===== src/rtl/sccb_pkg.sv =====
// Shared types and constants for the SCCB register-write path.
package sccb_pkg;

    localparam logic [6:0] SCCB_DEV_ADDR   = 7'h3C;
    localparam int         SCCB_REGWRITE_W = 24;

    typedef enum logic [2:0] {
        ARB_IDLE,
        ARB_CMD,
        ARB_BYTE_HI,
        ARB_BYTE_LO,
        ARB_BYTE_DATA,
        ARB_DRAIN,
        ARB_GAP
    } sccb_arb_state_t;

endpackage


===== src/rtl/rr_arbiter.sv =====
// Combinational round-robin picker: first set request strictly after ptr, wrapping.
module rr_arbiter #(
    parameter  int N  = 2,
    localparam int IW = (N > 1) ? $clog2(N) : 1
) (
    input  logic [N-1:0]  req,
    input  logic [IW-1:0] ptr,
    output logic [N-1:0]  grant,
    output logic [IW-1:0] grant_idx
);

    logic [IW-1:0] idx;

    // NOTE: every output of a combinational block gets a default first, so no path can infer a latch.
    always_comb begin
        grant     = '0;
        grant_idx = '0;
        idx       = '0;
        // Walk from the farthest slot to the nearest so the slot right after ptr wins.
        for (int k = N; k >= 1; k--) begin
            idx = IW'((int'(ptr) + k) % N);
            if (req[idx]) begin
                grant      = '0;
                grant[idx] = 1'b1;
                grant_idx  = idx;
            end
        end
    end

endmodule


===== src/rtl/sccb_write_arbiter.sv =====
// Round-robin sharing of one SCCB master between register-write requesters;
// each grant becomes start/write-multiple/stop plus three streamed bytes.
module sccb_write_arbiter
    import sccb_pkg::*;
#(
    parameter  int         NUM_REQ    = 2,
    parameter  logic [6:0] DEV_ADDR   = SCCB_DEV_ADDR,
    parameter  int         GAP_CYCLES = 16,
    localparam int         IW         = $clog2(NUM_REQ)
) (
    input  logic                               clk_in,
    input  logic                               rst_in,
    input  logic [NUM_REQ-1:0]                 req_valid,
    input  logic [SCCB_REGWRITE_W*NUM_REQ-1:0] req_data,
    output logic [NUM_REQ-1:0]                 req_ready,
    output logic                               done_valid,
    output logic [IW-1:0]                      done_id,
    output logic                               done_nack,
    output logic                               active,
    output logic [6:0]                         cmd_address,
    output logic                               cmd_start,
    output logic                               cmd_read,
    output logic                               cmd_write,
    output logic                               cmd_write_multiple,
    output logic                               cmd_stop,
    output logic                               cmd_valid,
    input  logic                               cmd_ready,
    output logic [7:0]                         data_tdata,
    output logic                               data_tvalid,
    output logic                               data_tlast,
    input  logic                               data_tready,
    input  logic                               busy,
    input  logic                               missed_ack
);

    localparam int            GW       = (GAP_CYCLES > 0) ? $clog2(GAP_CYCLES + 1) : 1;
    localparam logic [GW-1:0] GAP_LAST = GW'(GAP_CYCLES);

    sccb_arb_state_t              state_q, state_d;
    logic [IW-1:0]                rr_ptr_q, rr_ptr_d;
    logic [IW-1:0]                id_q, id_d;
    logic [SCCB_REGWRITE_W-1:0]   wdata_q, wdata_d;
    logic                         nack_q, nack_d;
    logic [GW-1:0]                gap_cnt_q, gap_cnt_d;
    logic                         done_q, done_d;

    logic [NUM_REQ-1:0]           grant;
    logic [IW-1:0]                grant_idx;
    logic [SCCB_REGWRITE_W-1:0]   sel_data;
    logic                         arb_en;
    logic                         accept;

    rr_arbiter #(.N(NUM_REQ)) u_rr_arbiter (
        .req       (req_valid),
        .ptr       (rr_ptr_q),
        .grant     (grant),
        .grant_idx (grant_idx)
    );

    // Holding off during the completion pulse keeps done-to-ready spacing at GAP_CYCLES+1.
    assign arb_en    = (state_q == ARB_IDLE) && !done_q;
    assign accept    = arb_en && (|req_valid);
    assign req_ready = arb_en ? grant : '0;

    always_comb begin
        sel_data = '0;
        for (int i = 0; i < NUM_REQ; i++) begin
            if (grant[i]) sel_data = req_data[i*SCCB_REGWRITE_W +: SCCB_REGWRITE_W];
        end
    end

    always_comb begin
        state_d     = state_q;
        rr_ptr_d    = rr_ptr_q;
        id_d        = id_q;
        wdata_d     = wdata_q;
        nack_d      = nack_q;
        gap_cnt_d   = gap_cnt_q;
        done_d      = 1'b0;
        cmd_valid   = 1'b0;
        data_tvalid = 1'b0;
        data_tlast  = 1'b0;
        data_tdata  = '0;

        case (state_q)
            ARB_IDLE: begin
                if (accept) begin
                    state_d  = ARB_CMD;
                    rr_ptr_d = grant_idx;
                    id_d     = grant_idx;
                    wdata_d  = sel_data;
                    nack_d   = 1'b0;
                end
            end
            ARB_CMD: begin
                cmd_valid = 1'b1;
                if (cmd_ready) state_d = ARB_BYTE_HI;
            end
            ARB_BYTE_HI: begin
                data_tvalid = 1'b1;
                data_tdata  = wdata_q[23:16];
                if (data_tready) state_d = ARB_BYTE_LO;
            end
            ARB_BYTE_LO: begin
                data_tvalid = 1'b1;
                data_tdata  = wdata_q[15:8];
                if (data_tready) state_d = ARB_BYTE_DATA;
            end
            ARB_BYTE_DATA: begin
                data_tvalid = 1'b1;
                data_tlast  = 1'b1;
                data_tdata  = wdata_q[7:0];
                if (data_tready) state_d = ARB_DRAIN;
            end
            ARB_DRAIN: begin
                if (!busy) begin
                    done_d    = 1'b1;
                    gap_cnt_d = '0;
                    state_d   = (GAP_CYCLES == 0) ? ARB_IDLE : ARB_GAP;
                end
            end
            ARB_GAP: begin
                if (gap_cnt_q == GAP_LAST) state_d = ARB_IDLE;
                else                       gap_cnt_d = gap_cnt_q + 1'b1;
            end
            default: state_d = ARB_IDLE;
        endcase

        if (missed_ack && state_q != ARB_IDLE && state_q != ARB_GAP) nack_d = 1'b1;
    end

    // NOTE: state registers use non-blocking assignments so every flop samples pre-edge values.
    always_ff @(posedge clk_in or posedge rst_in) begin
        if (rst_in) begin
            state_q   <= ARB_IDLE;
            rr_ptr_q  <= IW'(NUM_REQ - 1);
            id_q      <= '0;
            wdata_q   <= '0;
            nack_q    <= 1'b0;
            gap_cnt_q <= '0;
            done_q    <= 1'b0;
        end else begin
            state_q   <= state_d;
            rr_ptr_q  <= rr_ptr_d;
            id_q      <= id_d;
            wdata_q   <= wdata_d;
            nack_q    <= nack_d;
            gap_cnt_q <= gap_cnt_d;
            done_q    <= done_d;
        end
    end

    assign cmd_address        = DEV_ADDR;
    assign cmd_start          = cmd_valid;
    assign cmd_write_multiple = cmd_valid;
    assign cmd_stop           = cmd_valid;
    assign cmd_read           = 1'b0;
    assign cmd_write          = 1'b0;

    assign done_valid = done_q;
    assign done_id    = done_q ? id_q : '0;
    assign done_nack  = done_q & nack_q;
    assign active     = (state_q != ARB_IDLE);

endmodule


===== config.mk =====
export PLATFORM = sky130hd
export DESIGN_NAME = sccb_write_arbiter
export DESIGN_NICKNAME = d
export VERILOG_FILES = /design/src/rtl/sccb_pkg.sv /design/src/rtl/rr_arbiter.sv /design/src/rtl/sccb_write_arbiter.sv
export SDC_FILE = /design/constraint.sdc
export NUM_CORES = 1
export LEC_CHECK = 0
export ABC_AREA = 0
export BUFFER_PORTS_ARGS = -buffer_cell sky130_fd_sc_hd__buf_2
export CORE_MARGIN = 3
export CORE_UTILIZATION = 34
export DETAILED_ROUTE_END_ITERATION = 8
export PLACE_DENSITY = 0.59
export REMOVE_ABC_BUFFERS = 1
export SETUP_SLACK_MARGIN = 0.3
export SLEW_MARGIN = 20
export SYNTH_ARGS = -nofsm -noshare
export SYNTH_HDL_FRONTEND = slang
export SYNTH_HIERARCHICAL = 1
export SYNTH_SLANG_ARGS = --single-unit

===== constraint.sdc =====
create_clock -name clk_in -period 3.1 [get_ports clk_in]
set_input_delay 0.775 -clock clk_in [delete_from_list [all_inputs] [get_ports clk_in]]
set_output_delay 0.775 -clock clk_in [all_outputs]
set_load 0.01 [all_outputs]

==> metrics.md <==
| Metric | Value |
|---|---|
| Status | finished clean |
| Vias in the first global route | 1640 |
| DP Worst Slack | 0.681 ns |
| Worst VDD drop | 0.284 mV |
| Remaining Overflow, GRT | 0 |
| DR iter-0 viols | 29 |
| IO buf count | 75 |
| Pre-antenna DRT Iters | 4 |
| Initial core utilization | 36.2% |
| Reg-to-Reg End | wdata_q[17] |
| Cts hold-fix bufs | 0 |
| Final Non-Filler Cells | 342 |
| First-pass GRT wire length | 7840 um |
| I/O pin count | 85 |
| Largest net degree at the start of global routing | 29 |
| Filler cell count | 621 |
| EDFF count, synth | 0 |
| Footprint of the multi-input gates | 1130 um^2 |
| Register bit total from synthesis | 36 |
| Antenna violations before repair | 0 |
| Register area share after synthesis | 40.6% |
| Power Density | 834 nW/um^2 |
| Core area | 6130 um^2 |
| Worst Setup End Kind | primary output |
| Ys async rst share | 100% |
| Fmax | 387 MHz |
| Worst-Skew Late Latency | 0.28 ns |
| Crit Path Class | register to primary output |
| Remaining antenna violation count | 0 |
| Final worst slack | 0.515 ns |
| Period utilisation layout | 83.4% |
| Gate count of the mapped netlist | 197 |
| Dpl cells | 334 |
| Synth unique cells | 42 |
| Worst Path Max Fanout | 16 |
| Post-Route WL | 4800 um |
| Slowest stage cell, crit path | dfrtp_1 |
| Leak | 0.00134 uW |
| Total track usage | 13.2% |
| Avg WL per Cell | 14.0 um |
| Final core occ | 43.4% |
| Top post-synthesis cells by area | dfrtp_1 (39%), mux2_4 (14%), a22o_1 (9.1%), mux2i_1 (4.5%), buf_4 (4.4%) |
| Level count of the clock H-tree | 2 |
| Clk buf depth | 2 |
| Syn avg cell area | 11.3 um^2 |
| Count of final setup violators | 0 |
| Commonest cells post-synth | dfrtp_1 (35), a22o_1 (23), mux2_4 (20), nand2_1 (16) |
| DR vias/cell | 5.00 |
| Synth Cell Area | 2220 um^2 |
| RSZ-0062 raised after global routing | false |
| Worst-path cell chain | buf_4 -> nor4_2 -> and2_1 -> buf_2 |
| # Post-CTS Setup Buffers | 0 |
| Clk slew on worst S/H paths | 0.07 ns |
| Synthesis-to-finish area growth | 19.9% |
| Fin. max-slew vios | 0 |
| Yosys top cell by area | dfrtp_1 |
| Via count | 1710 |
| Final nets | 324 |
| R2r startpoint | state_q[0] |
| Max incr delay on CP | 0.54 ns |
| Most frequent cell after synthesis | dfrtp_1 |
| FF-to-FF setup slack | 0.80 ns |
| Launch point of the worst path | state_q[0] |
| Core Rows | 28 |
| Fin Hold WS | 0.472 ns |
| Root buf cell | clkbuf_8 |
| CP Launch Type | register |
| Data arrival, critical path | 1.81 ns |
| Layout Skew | 0.0110 ns |
| Inserted Clock Buffers | 5 |
| Die area | 7530 um^2 |
| GP Congestion | 0.739 |
| Setup TNS | 0 ns |
| Placed wire-length estimate | 3580 um |
| Residual DRC | 0 |
| Die Ht | 86.8 um |
| Die W | 86.8 um |
| Min-delay worst type | input pin to async pin |
| FF+latch area | 902 um^2 |
| Share of layout cells above drive strength 1 | 44.2% |
| Antenna Cells | 0 |
| Synth top area share | 39.5% |
| Max-cap viol count | 0 |
| CTS tree | built |
| Most used flip-flop cell after synthesis | dfrtp_1 |
| Worst endpoint required time | 2.32 ns |
| Ys Warns | 6 |
| Period minus WS final | 2.59 ns |
| Count of final hold-check violations | 0 |
| CTS sink count | 36 |
| Reg2reg path depth | 5 |
-- logic make-up after synthesis --
family	Yosys count	synth area share, %
mux	36	21.1
other cells	2	0.338
simple gates	37	9.86
fa+ha+maj	2	1.13
compound gates	50	16.6
xor+xnor	1	0.395
flops	36	40.6
buf+inv	33	9.92
-- cell type report --
cell class	count	share of cell area, %
clock buffer	7	2.87
clock inverter	1	0.329
inverter	7	0.987
multi-input combinational	135	42.6
sequential	36	33.9
tap	75	3.53
timing repair buffer	81	15.8
-- cell usage in the layout (no fill, tap or decap), drive strengths merged --
cell and count:
a32o 1, nor2 1, or3 3, a31oi 1, buf 81, and2 4
and3b 1, nand3b 1, nand2b 3, nand4bb 1, a21oi 3, a21boi 3
nand4b 1, clkinv 1, o21a 1, clkbuf 7, xnor2 1, nor2b 1
mux2 26, o2bb2ai 1, nor4 1, o21ai 13, nand3 1, a22o 23
mux2i 10, ha 2, dfstp 1, o31ai 1, conb 9, inv 7
dfrtp 35, nand2 16, o221ai 1, and4bb 1, nor3b 2, o211ai 1
o22a 1
-- metal layers --
layer	vias up	GRT usage [%]	wire, um
li1	823	-	-
met2	68	21.0	2170
met1	815	17.8	2250
met4	0	3.40	36
met5	-	0	0
met3	4	3.33	346
-- state kept, by name, indices dropped and copies added (netlist names) --
name,flops
wdata_q,24
gap_cnt_q,5
state_q,3
done_valid,1
id_q,1
nack_q,1
rr_ptr_q,1
-- timing repair --
item	4_1_cts	5_1_grt
setup endpoints to repair	0	9
resized for setup	0	1
hold endpoints to repair	0	0
-- how the worst max path moves through the flow --
stage	end	slack (ns)
finish	req_ready[0]	0.51
global route	cmd_valid	0.35
CTS	data_tdata[6]	0.37
detailed placement	data_tdata[6]	0.68
global placement	data_tdata[6]	0.73
floorplan	wdata_q[0]	0.08
-- metrics by stage --
step	area (um^2)	power [uW]
after global routing	2660	2390
after detailed placement	2570	1910
after CTS	2660	2240
after global placement	2570	1880
after floorplan	2050	1580
final	2660	2220
-- worst max-delay path: cells and delay by family, from the launching register on --
| kind | cells | cell delay, ns |
|---|---|---|
| DFF | 1 | 0.54 |
| buffers and inverters | 2 | 0.40 |
| and+or+nand+nor | 2 | 0.59 |
-- power breakdown --
part           internal, uW  switching (uW)  leakage (uW)  total, uW
clock network           160             161     0.0000424        321
registers               674             187      0.000453        861
logic                   573             463      0.000844       1040
total                  1410             811       0.00134       2220
Power figures use the tool's default switching activity.
